<file path="config.mk">
export PLATFORM = sky130hd
export DESIGN_NAME = fx_mac_lanes
export DESIGN_NICKNAME = d
export VERILOG_FILES = /design/src/rtl/fx_mac_lanes.sv
export SDC_FILE = /design/constraint.sdc
export NUM_CORES = 1
export LEC_CHECK = 0
export CAP_MARGIN = 20
export CORE_MARGIN = 2
export CORE_UTILIZATION = 50
export CTS_CLUSTER_DIAMETER = 30
export DETAILED_ROUTE_END_ITERATION = 10
export HOLD_SLACK_MARGIN = 0.06
export PLACE_DENSITY = 0.68
export SLEW_MARGIN = 40
export SYNTH_ARGS = -nofsm -noshare
export SYNTH_HDL_FRONTEND = slang
export SYNTH_SLANG_ARGS = --single-unit
</file>
<file path="constraint.sdc">
create_clock -name clk -period 6.8 [get_ports clk]
set_clock_uncertainty 0.2 [all_clocks]
set_input_delay 1.36 -clock clk [delete_from_list [all_inputs] [get_ports clk]]
set_output_delay 1.36 -clock clk [all_outputs]
set_load 0.02 [all_outputs]
</file>
<file path="src/rtl/fx_mac_lanes.sv">
// fx_mac_lanes: LANES parallel signed fixed-point dot-product engines.
// Each lane does the following:
//   - multiplies win*din on every accepted beat;
//   - accumulates k_len products;
//   - rounds round-half-to-even;
//   - saturates back to the WIDTH/FRACTION operand format.
// Ports:
//   clk, rstn        clock, synchronous active-low reset
//   k_len            dot-product length, sampled on the first beat (0->1, >KMAX->KMAX)
//   in_vld/in_rdy    operand beat handshake; win/din packed lane i at [i*WIDTH +: WIDTH]
//   out_vld/out_rdy  result handshake; acc_o/sat_o held while out_vld && !out_rdy
//   acc_o, sat_o     rounded/saturated results and per-lane saturation flags

// Per-lane datapath: product register, accumulator, round/saturate output register.
module fx_mac_lane #(
   parameter int WIDTH    = 8,
   parameter int FRACTION = 4,
   parameter int WIDTH_A  = 23
) (
   input  logic                    clk,
   input  logic                    rstn,
   input  logic                    start,     // first beat of a new dot product
   input  logic                    beat,      // accepted beat
   input  logic                    mult_vld,  // mult_q holds an unconsumed product
   input  logic                    round_en,
   input  logic signed [WIDTH-1:0] w,
   input  logic signed [WIDTH-1:0] d,
   output logic        [WIDTH-1:0] res,
   output logic                    sat
);
   localparam logic signed [WIDTH_A:0]   QMAX  = (WIDTH_A+1)'((1 << (WIDTH-1)) - 1);
   localparam logic signed [WIDTH_A:0]   QMIN  = ~QMAX;
   // Bits below the guard bit; empty when FRACTION == 1, so sticky is 0 then.
   localparam logic        [WIDTH_A-1:0] SMASK = WIDTH_A'((1 << (FRACTION-1)) - 1);

   logic signed [2*WIDTH-1:0] mult_q, mult_d;
   logic signed [WIDTH_A-1:0] acc_q, acc_d;
   logic        [WIDTH-1:0]   res_q, res_d;
   logic                      sat_q, sat_d;
   logic                      guard, sticky, lsb, up;
   logic signed [WIDTH_A:0]   r, q;

   always_comb begin
      mult_d = beat ? (2*WIDTH)'(w) * (2*WIDTH)'(d) : mult_q;

      acc_d = acc_q;
      if (start)
         acc_d = '0;
      else if (mult_vld)
         acc_d = acc_q + {{(WIDTH_A-2*WIDTH){mult_q[2*WIDTH-1]}}, mult_q};

      guard  = acc_q[FRACTION-1];
      sticky = |(acc_q & SMASK);
      lsb    = acc_q[FRACTION];
      up     = guard & (sticky | lsb);
      // One extra bit so the round-up increment can never wrap.
      r      = {acc_q[WIDTH_A-1], acc_q} + ((WIDTH_A+1)'(up) << FRACTION);
      q      = r >>> FRACTION;

      res_d = res_q;
      sat_d = sat_q;
      if (round_en) begin
         if (q > QMAX) begin
            res_d = {1'b0, {(WIDTH-1){1'b1}}};
            sat_d = 1'b1;
         end else if (q < QMIN) begin
            res_d = {1'b1, {(WIDTH-1){1'b0}}};
            sat_d = 1'b1;
         end else begin
            res_d = q[WIDTH-1:0];
            sat_d = 1'b0;
         end
      end
   end

   always_ff @(posedge clk) begin
      if (!rstn) begin
         mult_q <= '0;
         acc_q  <= '0;
         res_q  <= '0;
         sat_q  <= 1'b0;
      end else begin
         mult_q <= mult_d;
         acc_q  <= acc_d;
         res_q  <= res_d;
         sat_q  <= sat_d;
      end
   end

   assign res = res_q;
   assign sat = sat_q;
endmodule

module fx_mac_lanes #(
   parameter int WIDTH    = 8,
   parameter int FRACTION = 4,
   parameter int LANES    = 4,
   parameter int KMAX     = 16,
   parameter int WK       = $clog2(KMAX+1),
   parameter int WIDTH_A  = WK + 2*WIDTH + 2
) (
   input  logic                   clk,
   input  logic                   rstn,
   input  logic [WK-1:0]          k_len,
   input  logic                   in_vld,
   output logic                   in_rdy,
   input  logic [LANES*WIDTH-1:0] win,
   input  logic [LANES*WIDTH-1:0] din,
   output logic                   out_vld,
   input  logic                   out_rdy,
   output logic [LANES*WIDTH-1:0] acc_o,
   output logic [LANES-1:0]       sat_o
);
   typedef enum logic [2:0] {IDLE, ACCUM, FLUSH, ROUND, OUT} state_t;

   state_t         state_q, state_d;
   logic [WK-1:0]  cnt_q, cnt_d, klat_q, klat_d, k_eff;
   logic           mult_vld_q, mult_vld_d;
   logic           beat, start, round_en;

   always_comb begin
      k_eff = k_len;
      if (k_len == '0)
         k_eff = WK'(1);
      else if (k_len > WK'(KMAX))
         k_eff = WK'(KMAX);

      in_rdy   = rstn & ((state_q == IDLE) | (state_q == ACCUM));
      out_vld  = (state_q == OUT);
      beat     = in_vld & in_rdy;
      start    = beat & (state_q == IDLE);
      round_en = (state_q == ROUND);

      state_d    = state_q;
      cnt_d      = cnt_q;
      klat_d     = klat_q;
      mult_vld_d = beat;
      case (state_q)
         IDLE:
            if (beat) begin
               klat_d  = k_eff;
               cnt_d   = WK'(1);
               state_d = (k_eff == WK'(1)) ? FLUSH : ACCUM;
            end
         ACCUM:
            if (beat) begin
               cnt_d = cnt_q + WK'(1);
               if (cnt_d == klat_q)
                  state_d = FLUSH;
            end
         FLUSH:   state_d = ROUND;   // last registered products drain into acc
         ROUND:   state_d = OUT;
         OUT:     if (out_rdy) state_d = IDLE;
         default: state_d = IDLE;
      endcase
   end

   always_ff @(posedge clk) begin
      if (!rstn) begin
         state_q    <= IDLE;
         cnt_q      <= '0;
         klat_q     <= '0;
         mult_vld_q <= 1'b0;
      end else begin
         state_q    <= state_d;
         cnt_q      <= cnt_d;
         klat_q     <= klat_d;
         mult_vld_q <= mult_vld_d;
      end
   end

   for (genvar i = 0; i < LANES; i++) begin : g_lane
      fx_mac_lane #(
         .WIDTH    (WIDTH),
         .FRACTION (FRACTION),
         .WIDTH_A  (WIDTH_A)
      ) u_lane (
         .clk      (clk),
         .rstn     (rstn),
         .start    (start),
         .beat     (beat),
         .mult_vld (mult_vld_q),
         .round_en (round_en),
         .w        (win[i*WIDTH +: WIDTH]),
         .d        (din[i*WIDTH +: WIDTH]),
         .res      (acc_o[i*WIDTH +: WIDTH]),
         .sat      (sat_o[i])
      );
   end
endmodule

</file>
==> results.ini <==
[status]
status=complete, no violations

[timing]
setup_viol=0
fmax_mhz=168
hold_viol_final=0
slew_headroom_pct=46.9
slew_viol_final=0
hold_ws_ps=260
worst_pin_slew_ps=796
finalSetupTns_ps=0
finalCritPeriodShare_pct=87.6
rsz0062_at_grt=no
layout_min_cycle_time_ps=5960

[global_route]
antenna_found_initial=0
grt_pass1_wl_um=87500
grt_pass1_vias=19200
grt_usage_pct=21.7
grt_max_degree=93
overflow=0

[place]
place_congestion=0.854
dp_hpwl_um=39000
dp_cells=3401
port_buffers=110

[route]
wl_um=50400
vias=19000
dr.pass1.iters=5
drc=0
wl_per_cell_um=14.4
via_per_inst=5.41
ant_nets=0
drt_iter0_drc=877

[synthesis]
ys_types=88
synth_edf_count=0
yosys_warnings=0
async_flop_share_pct=0
syn_avg_cell_area_um2=8.34
ys_ff_latch=206
yosysSeqAreaShare_pct=17.9
syn_nets=3267
synthCells=2761
synth_area_um2=23000
synth_flop_cell=dfxtp_1

[final_layout]
drive_gt1_share_pct=5.57
fill_cells=4027
area.growth.synth_to_final_pct=16.4
final_cell_count_no_fill=3507
regArea_um2=4130
nets=3366
diodes=0
multi_input_area_um2=17100

[die]
io_pins=111
die-area_um2=47800
die_w_um=219
die_h_um=219
row_count=78
initial_core_util_pct=50.7
coreArea_um2=45400

[setup_path]
cp-end-kind=register
critPathKind=in2reg
critPathMaxFanout=8
crit_end=g_lane[2].u_lane.mult_q[14]$_SDFFE_PN0P_
cp.required_ps=7060
cp.arrival_ps=6210
start_kind=primary input
r2r.worst_path.cells=12
critPathLaunch=din[20]
timing.rr.end=g_lane[3].u_lane.acc_q[22]$_SDFFE_PP0P_
rr_startpoint=g_lane[3].u_lane.acc_q[0]$_SDFFE_PP0P_
r2r_slack_ps=3400

[clocking]
ctsResizeCount=0
cts_max_level=2
clock_latency_ps=590
path_clk_slew_ps=40
post_cts_buffers=0
cts-root-buf=clkbuf_16
cts_tree=done
cts_made_buffers=57
cts_hold_buf=0
ctsLongestPathBuffers=3
cts.sinks=206

[pwr]
power_density_nw_per_um2=303
vdd_drop_max_uv=203
leakage_nw=12.1
total_power_mw=8.13

[worst_hold_path]
min_path_type=reg2reg

[job]
cap_viol_max_count=0

==> cells in the final DEF (no fill, tap or decap), types with 8 or more instances in the layout <==
cell / count
clkbuf_16: 57
xor2_1: 54
buf_4: 9
inv_1: 373
fa_1: 224
o21ai_1: 8
o21a_1: 20
a21boi_0: 22
nor4_1: 9
bufinv_16: 16
a211oi_1: 26
a31oi_1: 19
dfxtp_1: 205
or3_1: 19
nand2_1: 241
a21oi_1: 130
and4_1: 8
mux2i_1: 38
ha_1: 209
a21o_1: 40
o31ai_1: 21
a211o_1: 8
and2_1: 173
nor2_1: 168
nand3_1: 127
o211ai_1: 8
clkinv_2: 9
o22ai_1: 9
nand3b_1: 10
and3_1: 24
xnor2_1: 111
nor2b_1: 39
nor3_1: 34
clkdlybuf4s50_1: 109
nand4_1: 15
o21bai_1: 9
o21ai_0: 137
nand2b_1: 20
==> per-layer routing <==
metal / track usage [%] / wire, um / vias to the layer above
li1: - / - / 9496
met1: 28.0 / 23400 / 9102
met2: 37.7 / 24200 / 310
met3: 2.92 / 1880 / 66
met4: 5.99 / 865 / 0
met5: 0 / 0 / -
==> critical path, stage by stage <==
cell	delay, ps
clkdlybuf4s50_1	550
and2_1	260
fa_1	550
inv_1	60
fa_1	480
inv_1	60
fa_1	530
inv_1	50
fa_1	520
inv_1	40
ha_1	280
o21ai_0	100
a21boi_0	280
o21ai_0	140
a21boi_0	250
o21ai_0	130
a21boi_0	330
or3_1	160
nand3_1	60
==> cell type report <==
class	instances	area share [%]
inverter	375	5.25
timing repair buffer	121	4.54
sequential	206	15.4
clock inverter	41	2.49
multi-input combinational	2099	63.9
tap	600	2.80
clock buffer	65	5.62
==> flip-flops by register name (all words and copies together), names as in the netlist <==
signal                flops
cnt_q                     5
g_lane.u_lane.acc_q      92
g_lane.u_lane.res        32
state_q                   3
mult_vld_q                1
g_lane.u_lane.mult_q     64
g_lane.u_lane.sat         4
klat_q                    5
==> cells in the mapped netlist, drive strengths merged, types with 9 or more instances <==
cell type | number | share of area [%]
a211oi | 28 | 0.96
a21boi | 24 | 0.80
a21o | 41 | 1.3
a21oi | 131 | 2.9
a31oi | 19 | 0.52
and2 | 173 | 4.7
and3 | 25 | 0.68
buf | 26 | 0.59
clkbuf | 55 | 1.1
dfxtp | 206 | 18
fa | 224 | 19
ha | 209 | 11
inv | 375 | 6.1
mux2i | 38 | 1.7
nand2 | 243 | 4.0
nand2b | 20 | 0.54
nand3 | 128 | 2.8
nand3b | 10 | 0.33
nand4 | 15 | 0.41
nor2 | 170 | 2.8
nor2b | 39 | 1.1
nor3 | 36 | 0.85
nor4 | 10 | 0.30
o21a | 20 | 0.65
o21ai | 147 | 3.2
o21bai | 9 | 0.29
o22ai | 9 | 0.24
o31ai | 23 | 0.79
or3 | 21 | 0.60
xnor2 | 111 | 4.2
xor2 | 54 | 2.1
==> power breakdown <==
part	total, mW	internal [mW]	switching [mW]	leakage (nW)
Sequential	1.52	1.36	0.157	1.68
Clock	3.02	2.18	0.835	1.05
Combinational	3.60	1.62	1.98	9.42
Total	8.13	5.16	2.97	12.1
==> metrics by stage <==
stage,area [um^2],utilization [%],setup slack [ps]
2_1_floorplan,23000,-,1260
3_3_place_gp,24600,54.2,396
3_5_place_dp,24600,54.3,256
4_1_cts,26800,59.1,853
5_1_grt,26800,59.1,482
6_report,26800,59.1,841
==> worst min path at each step <==
stage | from | to | cells past startpoint
after floorplan | g_lane[0].u_lane.mult_q[2]$_SDFFE_PN0P_ | g_lane[0].u_lane.mult_q[2]$_SDFFE_PN0P_ | 2
after global placement | g_lane[2].u_lane.mult_q[4]$_SDFFE_PN0P_ | g_lane[2].u_lane.mult_q[4]$_SDFFE_PN0P_ | 2
after detailed placement | g_lane[1].u_lane.mult_q[4]$_SDFFE_PN0P_ | g_lane[1].u_lane.mult_q[4]$_SDFFE_PN0P_ | 2
after CTS | g_lane[1].u_lane.mult_q[4]$_SDFFE_PN0P_ | g_lane[1].u_lane.mult_q[4]$_SDFFE_PN0P_ | 2
after global routing | g_lane[1].u_lane.mult_q[4]$_SDFFE_PN0P_ | g_lane[1].u_lane.mult_q[4]$_SDFFE_PN0P_ | 2
final | g_lane[1].u_lane.mult_q[4]$_SDFFE_PN0P_ | g_lane[1].u_lane.mult_q[4]$_SDFFE_PN0P_ | 2
==> cells by family after synthesis <==
kind of cell    count (synthesis)  synth area share (%)
xor+xnor                      165                  6.28
simple gates                  924                  20.2
mux                            42                  1.85
fa+ha+maj                     433                  30.8
compound gates                535                  15.1
buf+inv                       456                  7.78
flops                         206                  17.9
(Power assumes the default switching activity.)
